File: config.mk
export PLATFORM = sky130hd
export DESIGN_NAME = mem_arbiter
export DESIGN_NICKNAME = d
export VERILOG_FILES = /design/src/rtl/mem_arbiter.sv
export SDC_FILE = /design/constraint.sdc
export NUM_CORES = 1
export LEC_CHECK = 0
export ABC_AREA = 1
export CAP_MARGIN = 20
export CORE_ASPECT_RATIO = 1.2
export CORE_UTILIZATION = 40
export CTS_BUF_LIST = sky130_fd_sc_hd__clkbuf_16
export CTS_CLUSTER_SIZE = 16
export DETAILED_ROUTE_END_ITERATION = 8
export PLACE_DENSITY = 0.84
export SLEW_MARGIN = 20
export SYNTH_ARGS = -nofsm -noshare
export SYNTH_HDL_FRONTEND = slang
export SYNTH_SLANG_ARGS = --single-unit
File: constraint.sdc
create_clock -name clk -period 1.9 [get_ports clk]
set_clock_uncertainty 0.1 [all_clocks]
set_input_delay 0.38 -clock clk [delete_from_list [all_inputs] [get_ports clk]]
set_output_delay 0.38 -clock clk [all_outputs]
set_load 0.005 [all_outputs]
File: src/rtl/mem_arbiter.sv
// mem_arbiter
//   Arbitrates a single shared memory port between an instruction-fetch
//   requester and a data requester. When both ask at once, the side that did
//   not win the previous grant goes next. A granted access waits for
//   mem_ready for up to WAIT_LIMIT cycles. If that wait runs out, the access
//   completes with zero read data and sets the sticky bus_err flag.
//
// Ports
//   clk                     rising-edge clock
//   rst                     asynchronous reset, active low
//   inst_req/addr           instruction-fetch request (read only)
//   inst_rdata/ack          fetch response; ack is a one-cycle pulse
//   data_req/addr/wen/wdata data request (wen = byte enables, 0 = read)
//   data_rdata/ack          data response; ack is a one-cycle pulse
//   mem_req/addr/wen/wdata  shared memory request, registered for the grant
//   mem_rdata/ready         shared memory response
//   stall                   freeze request while any requester is unserved
//   bus_err                 sticky timeout flag, cleared only by reset
module mem_arbiter #(
    parameter int WAIT_LIMIT = 255
) (
    input  logic        clk,
    input  logic        rst,

    input  logic        inst_req,
    input  logic [31:0] inst_addr,
    output logic [31:0] inst_rdata,
    output logic        inst_ack,

    input  logic        data_req,
    input  logic [31:0] data_addr,
    input  logic [3:0]  data_wen,
    input  logic [31:0] data_wdata,
    output logic [31:0] data_rdata,
    output logic        data_ack,

    output logic        mem_req,
    output logic [31:0] mem_addr,
    output logic [3:0]  mem_wen,
    output logic [31:0] mem_wdata,
    input  logic [31:0] mem_rdata,
    input  logic        mem_ready,

    output logic        stall,
    output logic        bus_err
);

    // Wait counter is never narrower than 8 bits, and wide enough for WAIT_LIMIT.
    localparam int CNT_W = ($clog2(WAIT_LIMIT + 1) > 8) ? $clog2(WAIT_LIMIT + 1) : 8;
    localparam logic [CNT_W-1:0] CNT_MAX = CNT_W'(WAIT_LIMIT);

    localparam logic [1:0] IDLE  = 2'd0;
    localparam logic [1:0] GNT_I = 2'd1;
    localparam logic [1:0] GNT_D = 2'd2;

    localparam logic LG_I = 1'b0;
    localparam logic LG_D = 1'b1;

    logic [1:0]       state;
    logic             last_grant;
    logic [CNT_W-1:0] wait_cnt;

    logic             inst_elig;
    logic             data_elig;
    logic             pick_d;
    logic             done;
    logic [31:0]      resp_data;

    // A side whose ack is high this cycle is not eligible. This keeps a
    // requester that holds req through its ack from being regranted at once.
    assign inst_elig = inst_req & ~inst_ack;
    assign data_elig = data_req & ~data_ack;

    // D wins if it is the only eligible side, or if both are eligible and I
    // had the previous grant.
    assign pick_d = data_elig & (~inst_elig | (last_grant == LG_I));

    assign stall = inst_elig | data_elig;

    // The access ends on mem_ready or on timeout. A timeout returns zero data.
    assign done      = mem_ready | (wait_cnt == CNT_MAX);
    assign resp_data = mem_ready ? mem_rdata : 32'h0;

    always_ff @(posedge clk or negedge rst) begin
        if (!rst) begin
            state      <= IDLE;
            last_grant <= LG_I;
            wait_cnt   <= '0;
            mem_req    <= 1'b0;
            mem_addr   <= 32'h0;
            mem_wen    <= 4'h0;
            mem_wdata  <= 32'h0;
            inst_ack   <= 1'b0;
            data_ack   <= 1'b0;
            inst_rdata <= 32'h0;
            data_rdata <= 32'h0;
            bus_err    <= 1'b0;
        end else begin
            inst_ack <= 1'b0;
            data_ack <= 1'b0;
            case (state)
                IDLE: begin
                    if (inst_elig | data_elig) begin
                        mem_req  <= 1'b1;
                        wait_cnt <= '0;
                        if (pick_d) begin
                            state      <= GNT_D;
                            last_grant <= LG_D;
                            mem_addr   <= data_addr;
                            mem_wen    <= data_wen;
                            mem_wdata  <= data_wdata;
                        end else begin
                            state      <= GNT_I;
                            last_grant <= LG_I;
                            mem_addr   <= inst_addr;
                            mem_wen    <= 4'h0;
                            mem_wdata  <= 32'h0;
                        end
                    end
                end
                GNT_I, GNT_D: begin
                    if (done) begin
                        state   <= IDLE;
                        mem_req <= 1'b0;
                        if (!mem_ready) begin
                            bus_err <= 1'b1;
                        end
                        if (state == GNT_I) begin
                            inst_rdata <= resp_data;
                            inst_ack   <= 1'b1;
                        end else begin
                            data_rdata <= resp_data;
                            data_ack   <= 1'b1;
                        end
                    end else begin
                        // wait_cnt is below CNT_MAX here, so it stops at
                        // CNT_MAX and cannot wrap.
                        wait_cnt <= wait_cnt + 1'b1;
                    end
                end
                default: begin
                    state   <= IDLE;
                    mem_req <= 1'b0;
                end
            endcase
        end
    end

endmodule

== Word-level counts from Yosys, hierarchy flattened ==
Cells that the tools add are included.

* Output and inout port bits: 137
* Bits in registers: 147
* Bits of input ports: 137
* Word-level logic and storage cells: 61

* Muxes and demuxes: 21
* Bitwise operators: 12
* $add $sub $neg: 1
* Reduce and logical (&&, ||, !) cells: 9
* Eq/ne operators: 6

{| class="wikitable"
|+ Operators by type and width
! cell !! count
|-
| two-way mux 32 bit || 3
|-
| two-way mux 8 bit || 2
|-
| case mux 8 bit (2 select lines) || 1
|-
| AND reduction 3 bit || 4
|-
| two-way mux 1 bit || 9
|-
| adder 8 x 1 -> 8 bit, second input constant || 1
|-
| equality test 8 bit, second input constant || 1
|-
| two-way mux 2 bit || 3
|-
| inequality test 2 bit, second input constant || 3
|-
| NOT 1 bit || 6
|-
| two-way mux 4 bit || 1
|-
| case mux 2 bit (2 select lines) || 1
|-
| AND reduction 2 bit || 2
|-
| bitwise AND 1 bit || 3
|-
| OR 1 bit || 3
|-
| equality test 2 x 1 -> 1 bit, second input constant || 1
|-
| equality test 2 bit, second input constant || 1
|-
| zero test 2 bit || 1
|-
| case mux 1 bit (2 select lines) || 1
|-
| nonzero test 2 bit || 1
|-
| OR reduction 2 bit || 1
|}

== Depth between registers and ports, before layout ==
Gate-level depths: netlist (run 1).

* Word-level depth: 8
* Mapped depth: 9
* Mapped depth without buffers: 9

== Worst setup path before layout (run 1) ==
No wires, ideal clock.

* Path type: register -> register
* From: register state[0]
* To: register wait_cnt[4]
* Clock period less this slack: 1.526 ns
* Buffers on the path: 0
* Setup time: 0.065 ns
* Required time: 1.735 ns
* Data arrival time: 1.361 ns
* Path slack: 0.374 ns
* Cell stages (with the launch flop): 9
* Cell sequence: dfrtp_1 -> inv_1 -> ha_1 -> inv_1 -> nor2_1 -> nand2_1 -> nor2_4 -> nand2_1 -> nand2_1

* Cells in the longest elaborated chain, start to end: 4
* Elaborated cells on any way between the ends: 9
* Classes of those cells: eq/ne (4); mux (1); reduce/logical (4)

{| class="wikitable"
|+ RTL lines
! item !! RTL line !! RTL
|-
| start, declared || 59 || <nowiki>logic [1:0] state;</nowiki>
|-
| start signal, assigned || 86 || <nowiki>state <= IDLE;</nowiki>
|-
| start signal, assigned || 107 || <nowiki>state <= GNT_D;</nowiki>
|-
| start signal, assigned || 113 || <nowiki>state <= GNT_I;</nowiki>
|-
| equality test 2 x 1 -> 1 bit / equality test 2 bit (equally long branches) || 101 || <nowiki>case (state)</nowiki>
|-
| OR reduction 2 bit || 101 ||
|-
| inequality test 2 bit (no source line) / nonzero test 2 bit (equally long branches) || - ||
|-
| AND reduction 3 bit (no source line) || - ||
|-
| end signal, assigned || 138 || <nowiki>wait_cnt <= wait_cnt + 1'b1;</nowiki>
|-
| end, declared || 61 || <nowiki>logic [CNT_W-1:0] wait_cnt;</nowiki>
|}

Parallel ways exist; a longest one is shown, timed or not.
A chain may end at the register's enable or synchronous reset.

== Final worst setup path (run 1) ==
* From: register inst_rdata[23]
* To: output inst_rdata[23]

{| class="wikitable"
|+ RTL lines
! item !! RTL line !! RTL
|-
| start, declared || 27 || <nowiki>output logic [31:0] inst_rdata,</nowiki>
|-
| start signal, assigned || 129 || <nowiki>inst_rdata <= resp_data;</nowiki>
|}

No word-level cell between the ends.

==> results of run 1 <==
-- worst reg2reg max path, cell delays in order, from the launching register on --
cell     delay (ns)
dfrtp_1        0.39
ha_1           0.20
nand2_1        0.11
nor2_4         0.14
nand2_2        0.10
nand2_4        0.10
nand3_4        0.08
buf_12         0.19
nand2_1        0.08
nand2_1        0.06
-- cells in the final DEF (no fill, tap or decap), drive strengths merged --
| cell | n |
|---|---|
| a21oi | 64 |
| a31o | 1 |
| buf | 28 |
| bufinv | 5 |
| clkbuf | 18 |
| clkdlybuf4s50 | 270 |
| clkinv | 4 |
| clkinvlp | 2 |
| dfrtp | 147 |
| dlygate4sd3 | 1 |
| ha | 3 |
| inv | 21 |
| nand2 | 286 |
| nand3 | 42 |
| nand3b | 2 |
| nand4 | 64 |
| nor2 | 38 |
| o21ai | 2 |
| xnor2 | 1 |
| xor2 | 3 |
-- metal layers --
layer | global-route usage | up-vias | part of all wire
met2 | 0.400 | 255 | 0.48
li1 | - | 2925 | -
met4 | 0.116 | 0 | 0.036
met3 | 0.0766 | 42 | 0.092
met5 | 0 | - | 0
met1 | 0.282 | 2925 | 0.39
-- worst min-delay path by stage --
stage,cells after the start,from,slack (ns),to
floorplan,0,rst,-0.02,bus_err
global placement,1,rst,0.26,inst_rdata[25]
detailed placement,1,rst,0.27,inst_rdata[25]
CTS,5,mem_ready,0.34,data_ack
global route,5,mem_ready,0.36,data_ack
finish,5,mem_ready,0.35,data_ack
-- flip-flops by register name, indices dropped and copies added, names as in the netlist --
signal	cells
wait_cnt	8
mem_wen	4
mem_wdata	32
inst_ack	1
state	2
data_rdata	32
data_ack	1
mem_addr	32
last_grant	1
mem_req	1
bus_err	1
inst_rdata	32
-- power by group --
part | switching [W] | internal (W)
Combinational | 0.00348 | 0.00377
Clock | 0.00128 | 0.00230
Sequential | 0.000735 | 0.00445
Total | 0.00549 | 0.0105
-- logic make-up (layout without fill, tap and decap cells) --
group                      after synthesis  after routing  share of synthesized area
xor gates and xnor gates                 4              4                    0.00549
adders and majority gates                3              3                    0.00588
AOI/OAI and AO/OA                       67             67                     0.0531
DFF                                    147            147                      0.577
buffers and inverters                   69            349                     0.0545
and+or+nand+nor                        432            432                      0.304
-- final cells by class --
cell class,instances,share of cell area
repair buffers,300,0.308
multi-input cells,506,0.233
well taps,208,0.0258
clock buffers,17,0.0421
flip-flops and latches,147,0.364
inverters,18,0.00669
clock inverters,14,0.0194
-- per-stage QoR --
step	hold slack, ns	power (W)	util	setup WS (ns)
after global routing	0.358	0.0171	0.649	0.0336
after global placement	0.262	0.0123	0.608	-0.204
after detailed placement	0.268	0.0125	0.608	-0.192
after CTS	0.340	0.0162	0.649	0.0366
after floorplan	-0.0156	0.00831	-	0.374
final	0.347	0.0160	0.649	0.0987
-- what timing repair did --
action / CTS / global route
hold buffers: 1 / 0
hold endpoints to repair: 44 / 0
cloned: 0 / 0
resized for setup: 1 / 2
endpoints found under the setup margin: 1 / 1
==> flow_metrics.py, run 1 <==
metrics = {
    "final_layout": {
        "layout-drive-gt1-share": 0.0848,
        "antenna_cells": 0,
        "fillers": 1215,
        "layoutNonFillerInstCount": 1210,
        "multi_input_area_um2": 2360,
        "seqCellArea_um2": 3680,
        "area_growth_pct": 58.4,
        "nNetsFinal": 1130,
        "fin_area_um2": 10100,
    },
    "synthesis": {
        "synth.distinct_cells": 24,
        "synthArstFlopShare": 1.00,
        "yosysTopAreaCellShare": 0.577,
        "yosysMostFrequentCell": "nand2_1",
        "syn-cell-area_um2": 6380,
        "syn_inst": 722,
        "yosysTopAreaCell": "dfrtp_1",
        "synth_commonest_cells": "nand2_1 (265), dfrtp_1 (147), a21oi_1 (64), nand4_1 (64), nand3_1 (40)",
        "synth_seq_area_share": 0.577,
        "yosys-top-cells-area": "dfrtp_1 (58%), nand2_1 (16%), nand4_1 (6.3%), a21oi_1 (5.0%), nand3_1 (3.1%)",
        "ys_ff_latch": 147,
        "ys.flop_type": "dfrtp_1",
        "syn_area_per_cell_um2": 8.84,
        "synth-edff-count": 0,
        "syn-num-nets": 862,
        "ys_warn_count": 0,
    },
    "placement": {
        "place_hpwl_mm": 13.7,
        "port_buffers": 273,
        "placed_cells": 1178,
        "gp_congestion": 0.781,
        "placed_area_um2": 9480,
    },
    "global_routing": {
        "antenna_found_initial": 0,
        "track_usage": 0.243,
        "grt_pass1_wl_mm": 30.7,
        "grt_overflow": 0,
        "grt_max_degree": 65,
        "grt_pass1_vias": 6061,
    },
    "drt": {
        "wl_per_cell_um": 16.1,
        "vias": 6147,
        "drtIter0Drc": 307,
        "viasPerCell": 5.08,
        "drcViolationCount": 0,
        "first_pass_iters": 6,
        "routed_wl_mm": 19.5,
        "ant_nets": 0,
    },
    "power_and_ir_drop": {
        "power_density_nw_per_um2": 1580,
        "p_leak_nw": 4.73,
        "vdd_drop_max_mv": 0.840,
    },
    "sta": {
        "period_needed_ns": 1.80,
        "hold_violations": 0,
        "fin_crit_sh": 0.948,
        "slew_headroom": 0.676,
        "rsz0062_at_grt": "false",
        "worst_slew_pin_slew_ns": 0.486,
        "maxSlewViolCount": 0,
        "setup_viol": 0,
        "clock.fmax_mhz": 555,
        "setup_tns_ns": 0,
    },
    "status": {
        "status": "finished, final reports clean",
    },
    "critical_path": {
        "cpPeakStageDelay_ns": 0.53,
        "endpoint_kind": "output pin",
        "cp.required_ns": 1.42,
        "path_delay_family": "buffers and inverters",
        "crit_slowest_cell": "clkdlybuf4s50_1",
        "r2r_end": "data_rdata[13]",
        "crit_fanout": 2,
        "reg2reg_from": "wait_cnt[0]",
        "crit_buf_inv": 1,
        "crit_chain": "clkdlybuf4s50_1",
        "critical_path_arrival_ns": 1.32,
        "r2r_cells": 9,
        "worstSetupEndpoint": "inst_rdata[23]",
        "cp-startpoint": "inst_rdata[23]",
        "critPathKind": "flip-flop to output pin",
        "cp.depth": 1,
        "critPathLaunchType": "flip-flop",
        "rrSetupSlack_ns": 0.25,
    },
    "clock_tree": {
        "clk_path_buf_depth": 2,
        "cts_buffers": 17,
        "cts_sinks": 147,
        "h-tree-depth": 4,
        "clock-root-buffer": "clkbuf_16",
        "clkSlewWorstSetupHoldPaths_ns": 0.06,
        "insertion_delay_ns": 0.41,
        "cts_setup_buffers": 0,
        "cts_tree": "yes",
    },
    "die": {
        "core_area_um2": 15600,
        "die_y_um": 140,
        "io_pins": 274,
        "start_util": 0.410,
        "fp.dieW_um": 117,
        "rows": 50,
        "die-area_um2": 16500,
    },
    "job": {
        "drv_cap": 0,
    },
    "min_path": {
        "worstHoldPathType": "input port to flip-flop",
    },
}
Power figures use the tool's default switching activity.
==> run 2, diff against run 1 <==
- CORE_ASPECT_RATIO: 1.2 -> 0.6
- HOLD_SLACK_MARGIN: not set -> 0.03
- SLEW_MARGIN: 20 -> not set
==> run 2 against run 1 <==
Combinational power about the same. First-iteration DRC count increased by 47%. Die area about the same. Sequential share of layout area increased by 0.29 points. Flip-flop and latch count unchanged. Final area decreased by 0.79%. Global-route usage decreased by 0.054 points.
==> flow_metrics.py, run 2 (synthesized netlist as in run 1, its figures left out) <==
metrics = {
    "power_and_ir_drop": {
        "p_int_w": 0.00991,
        "combPwrFrac": 0.464,
        "p_leak_nw": 4.70,
        "p_switching_w": 0.00565,
        "power_density_nw_per_um2": 1550,
        "finalPower_w": 0.0156,
        "seqPwrFrac": 0.336,
        "clkPwrFrac": 0.200,
        "vdd_drop_max_mv": 0.762,
        "switching_share": 0.363,
    },
    "global_routing": {
        "track_usage": 0.242,
        "antenna_found_initial": 0,
        "grt_pass1_vias": 5863,
        "grt_pass1_wl_mm": 30.8,
        "grt_max_degree": 65,
        "grt_overflow": 0,
    },
    "critical_path": {
        "crit_buf_inv": 1,
        "cp.required_ns": 1.42,
        "rrSetupSlack_ns": 0.22,
        "critPathLaunchType": "flip-flop",
        "crit_slowest_cell": "clkdlybuf4s50_1",
        "endpoint_kind": "output pin",
        "cpPeakStageDelay_ns": 0.58,
        "path_delay_family": "buffers and inverters",
        "critPathKind": "flip-flop to output pin",
        "critical_path_arrival_ns": 1.37,
        "crit_fanout": 2,
        "crit_chain": "clkdlybuf4s50_1",
    },
    "final_layout": {
        "antenna_cells": 0,
        "mostFrequentLayoutCells": "clkdlybuf4s50_1 (270), nand2_1 (264), dfrtp_1 (147)",
        "multi_input_area_um2": 2360,
        "layout_commonest_cell": "clkdlybuf4s50_1",
        "area_growth_pct": 57.1,
        "utilization": 0.648,
        "fillers": 1247,
        "seqCellArea_um2": 3680,
        "layout-drive-gt1-share": 0.0943,
        "nNetsFinal": 1134,
        "layoutNonFillerInstCount": 1210,
    },
    "clock_tree": {
        "cts_buffers": 17,
        "h-tree-depth": 4,
        "insertion_delay_ns": 0.41,
        "clkSlewWorstSetupHoldPaths_ns": 0.07,
        "cts_tree": "yes",
        "clock-root-buffer": "clkbuf_16",
        "cts_setup_buffers": 0,
        "cts_sinks": 147,
        "clk_path_buf_depth": 2,
    },
    "sta": {
        "hold_violations": 0,
        "worst_slew_pin_slew_ns": 0.427,
        "fin_crit_sh": 0.972,
        "period_needed_ns": 1.85,
        "setup_viol": 0,
        "clock.fmax_mhz": 542,
        "maxSlewViolCount": 0,
        "holdWs_ns": 0.333,
        "rsz0062_at_grt": "false",
        "slew_headroom": 0.715,
    },
    "job": {
        "drv_cap": 0,
    },
    "drt": {
        "ant_nets": 0,
        "routed_wl_mm": 19.8,
        "viasPerCell": 5.02,
        "drtIter0Drc": 451,
        "first_pass_iters": 5,
        "vias": 6079,
        "wl_per_cell_um": 16.4,
        "drcViolationCount": 0,
    },
    "min_path": {
        "worstHoldPathType": "input port to asynchronous set/reset pin",
    },
    "die": {
        "fp.dieW_um": 165,
        "io_pins": 274,
        "die_y_um": 99.8,
        "die-area_um2": 16500,
        "rows": 35,
        "start_util": 0.413,
        "core_area_um2": 15500,
    },
    "placement": {
        "gp_congestion": 0.813,
        "place_hpwl_mm": 14.1,
        "placed_cells": 1177,
        "port_buffers": 273,
    },
    "status": {
        "status": "finished, final reports clean",
    },
}
[run 2: changes by cell type in the layout (fill, tap and decap cells not counted)]
cell,previous run,this run
clkbuf_2,1,0
clkinv_2,0,3
buf_4,11,18
bufinv_16,5,0
inv_8,0,3
inv_6,0,3
clkdlybuf4s15_1,0,1
clkinv_1,3,0
inv_1,19,16
buf_12,15,12
clkinv_4,1,4
[run 2: layer usage]
metal / wire length, µm / vias to the layer above / share of wire / GRT usage
li1: - / 2926 / - / -
met1: 8700 / 2918 / 0.44 / 0.317
met2: 9120 / 221 / 0.46 / 0.384
met4: 196 / 0 / 0.0099 / 0.0656
met3: 1820 / 14 / 0.092 / 0.0818
met5: 0 / - / 0 / 0
[run 2: power groups by stage]
stage               clock network [W]  logic (W)  registers (W)
global placement                    0    0.00708        0.00520
detailed placement                  0    0.00724        0.00523
CTS                           0.00320    0.00727        0.00521
floorplan                           0    0.00302        0.00529
global route                  0.00335    0.00791        0.00535
finish                        0.00311    0.00722        0.00522
[run 2: area by class of cell]
class,instances,area share
inverters,18,0.00674
clock inverters,15,0.0125
multi-input cells,506,0.235
flip-flops and latches,147,0.367
repair buffers,304,0.311
clock buffers,17,0.0424
well taps,203,0.0253
[run 2: metrics by stage]
stage | area [µm²] | setup TNS [ns] | setup WS, ns
finish | 10000 | 0 | 0.0538
global route | 10000 | 0 | 0.00128
CTS | 10000 | 0 | 0.0317
detailed placement | 9460 | -5.32 | -0.192
global placement | 9460 | -2.92 | -0.195
floorplan | 6380 | 0 | 0.374
[run 2: worst paths after layout]
| path | startpoint | cells after the start | end |
|---|---|---|---|
| max reg2reg | wait_cnt[0] | 9 | wait_cnt[6] |
| max in group asynchronous | rst | 3 | mem_wdata[31] |
| max | mem_req | 1 | mem_req |
| min in group clk | mem_ready | 3 | bus_err |
| min reg2reg | inst_rdata[2] | 2 | inst_rdata[2] |
| min | rst | 2 | data_rdata[12] |
[run 2: what timing repair did]
action,4_1_cts,5_1_grt
hold endpoints to repair,36,0
hold buffers,1,0
setup endpoints to repair,1,1
gates resized for setup,1,1
gates cloned,0,0
==> run 3, diff against run 2 <==
- CELL_PAD_IN_SITES_DETAIL_PLACEMENT: not set -> 1
- CELL_PAD_IN_SITES_GLOBAL_PLACEMENT: not set -> 1
- CORE_UTILIZATION: 40 -> 31
- PLACE_DENSITY: 0.84 -> 0.89
==> run 3 against run 2 <==
Clock power grew 12%. Non-clock buffer count grew 3. Combinational power grew 4.4%. Core utilization shrank 14 points. First-iteration DRC count shrank 31%. Via count grew 4.3%. Setup slack gained 0.0040 ns. Critical path type is now input port to output pin. Critical endpoint is now stall. Largest cell class unchanged. Largest power group unchanged.
==> flow_metrics.py, run 3 (synthesized netlist as in run 1, its figures left out) <==
metrics = {
    "drt": {
        "first_pass_iters": 4,
        "vias": 6342,
        "ant_nets": 0,
        "drcViolationCount": 0,
        "routed_wl_mm": 23.9,
        "wl_per_cell_um": 18.6,
        "viasPerCell": 4.94,
        "drtIter0Drc": 312,
    },
    "clock_tree": {
        "insertion_delay_ns": 0.42,
        "clock-root-buffer": "clkbuf_16",
        "h-tree-depth": 4,
        "cts_sinks": 147,
        "cts_buffers": 17,
        "clkSlewWorstSetupHoldPaths_ns": 0.06,
        "clk_path_buf_depth": 2,
        "cts_tree": "yes",
    },
    "power_and_ir_drop": {
        "finalPower_w": 0.0163,
        "p_leak_nw": 4.77,
        "vdd_drop_max_mv": 0.657,
        "power_density_nw_per_um2": 1590,
    },
    "die": {
        "fp.dieW_um": 187,
        "io_pins": 274,
        "rows": 40,
        "die_y_um": 113,
        "die-area_um2": 21200,
        "start_util": 0.318,
        "core_area_um2": 20100,
    },
    "global_routing": {
        "grt_overflow": 0,
        "antenna_found_initial": 1,
        "track_usage": 0.234,
        "grt_pass1_vias": 6709,
        "grt_max_degree": 65,
        "grt_pass1_wl_mm": 38.2,
    },
    "sta": {
        "hold_violations": 0,
        "clock.fmax_mhz": 543,
        "slew_headroom": 0.711,
        "rsz0062_at_grt": "false",
        "setup_viol": 0,
        "fin_crit_sh": 0.970,
        "worst_slew_pin_slew_ns": 0.434,
        "maxSlewViolCount": 0,
        "period_needed_ns": 1.84,
    },
    "placement": {
        "placed_area_um2": 9600,
        "port_buffers": 273,
        "gp_congestion": 0.835,
        "place_hpwl_mm": 16.9,
    },
    "min_path": {
        "worstHoldPathType": "input port to flip-flop",
    },
    "critical_path": {
        "cpPeakStageDelay_ns": 0.51,
        "crit_top_cell": "nand2_1",
        "crit_chain": "clkdlybuf4s50_1 > nand2_1 > nand2_1 > dlygate4sd2_1",
        "critPathKind": "input port to output pin",
        "cp.required_ns": 1.42,
        "endpoint_kind": "output pin",
        "critPathLaunchType": "input port",
        "crit_fanout": 2,
        "crit_slowest_cell": "clkdlybuf4s50_1",
        "critical_path_arrival_ns": 1.36,
    },
    "final_layout": {
        "nNetsFinal": 1137,
        "antenna_cells": 0,
        "fillers": 2268,
        "layout_commonest_cell": "clkdlybuf4s50_1",
        "fin_area_um2": 10200,
        "area_growth_pct": 60.2,
        "mostFrequentLayoutCells": "clkdlybuf4s50_1 (269), nand2_1 (264), dfrtp_1 (147)",
        "layout-drive-gt1-share": 0.0911,
    },
    "status": {
        "status": "finished, final reports clean",
    },
    "job": {
        "drv_cap": 0,
    },
}
==> run 3: layout make-up <==
cell class                 instances  area (µm²)  area share
tap                              273         342      0.0334
timing repair buffer             307        3180       0.311
sequential                       147        3680       0.360
clock inverter                    15         174      0.0170
clock buffer                      17         425      0.0416
inverter                          18        67.6     0.00661
multi-input combinational        506        2360       0.231
==> run 3: worst paths after layout <==
path | slack, ns | depth (start not counted) | to | start
min | 0.33 | 3 | bus_err | mem_ready
max in group asynchronous | 0.75 | 3 | mem_addr[31] | rst
max | 0.06 | 4 | stall | data_req
min in group asynchronous | 0.36 | 2 | mem_addr[30] | rst
max reg2reg | 0.13 | 9 | data_rdata[29] | wait_cnt[0]
min reg2reg | 0.37 | 2 | data_rdata[20] | data_rdata[20]
==> run 3: worst max-delay path: cells and delay by family <==
family,cells,cell delay (ns)
buffers and inverters,2,0.79
and+or+nand+nor,2,0.19
==> run 3: metal layers <==
layer	GRT usage	vias to the layer above	wire (µm)
met4	0.0792	2	476
met2	0.375	207	11200
met3	0.0654	40	1490
li1	-	2918	-
met5	0	-	11
met1	0.305	3175	10800
==> run 3: metrics by stage <==
step | utilization | cells | setup slack, ns | TNS (ns) | hold slack, ns
2_1_floorplan | - | 722 | 0.374 | 0 | -0.0156
3_3_place_gp | 0.478 | 1248 | -0.191 | -2.75 | 0.229
3_5_place_dp | 0.478 | 1248 | -0.199 | -6.22 | 0.241
4_1_cts | 0.508 | 1281 | 0.0284 | 0 | 0.297
5_1_grt | 0.509 | 1283 | 0.00499 | 0 | 0.321
6_report | 0.509 | 1283 | 0.0578 | 0 | 0.328
==> run 3: what timing repair did <==
item / in CTS / in global routing
endpoints found under the setup margin: 1 / 2
gates resized for setup: 1 / 1
hold buffers: 1 / 0
endpoints found under the hold margin: 34 / 0
buffers inserted: 0 / 2
pin swaps: 0 / 0
==> run 3: report_power, final <==
group | switching (W) | internal (W)
sequential | 0.000806 | 0.00445
combinational | 0.00374 | 0.00381
clock | 0.00133 | 0.00216
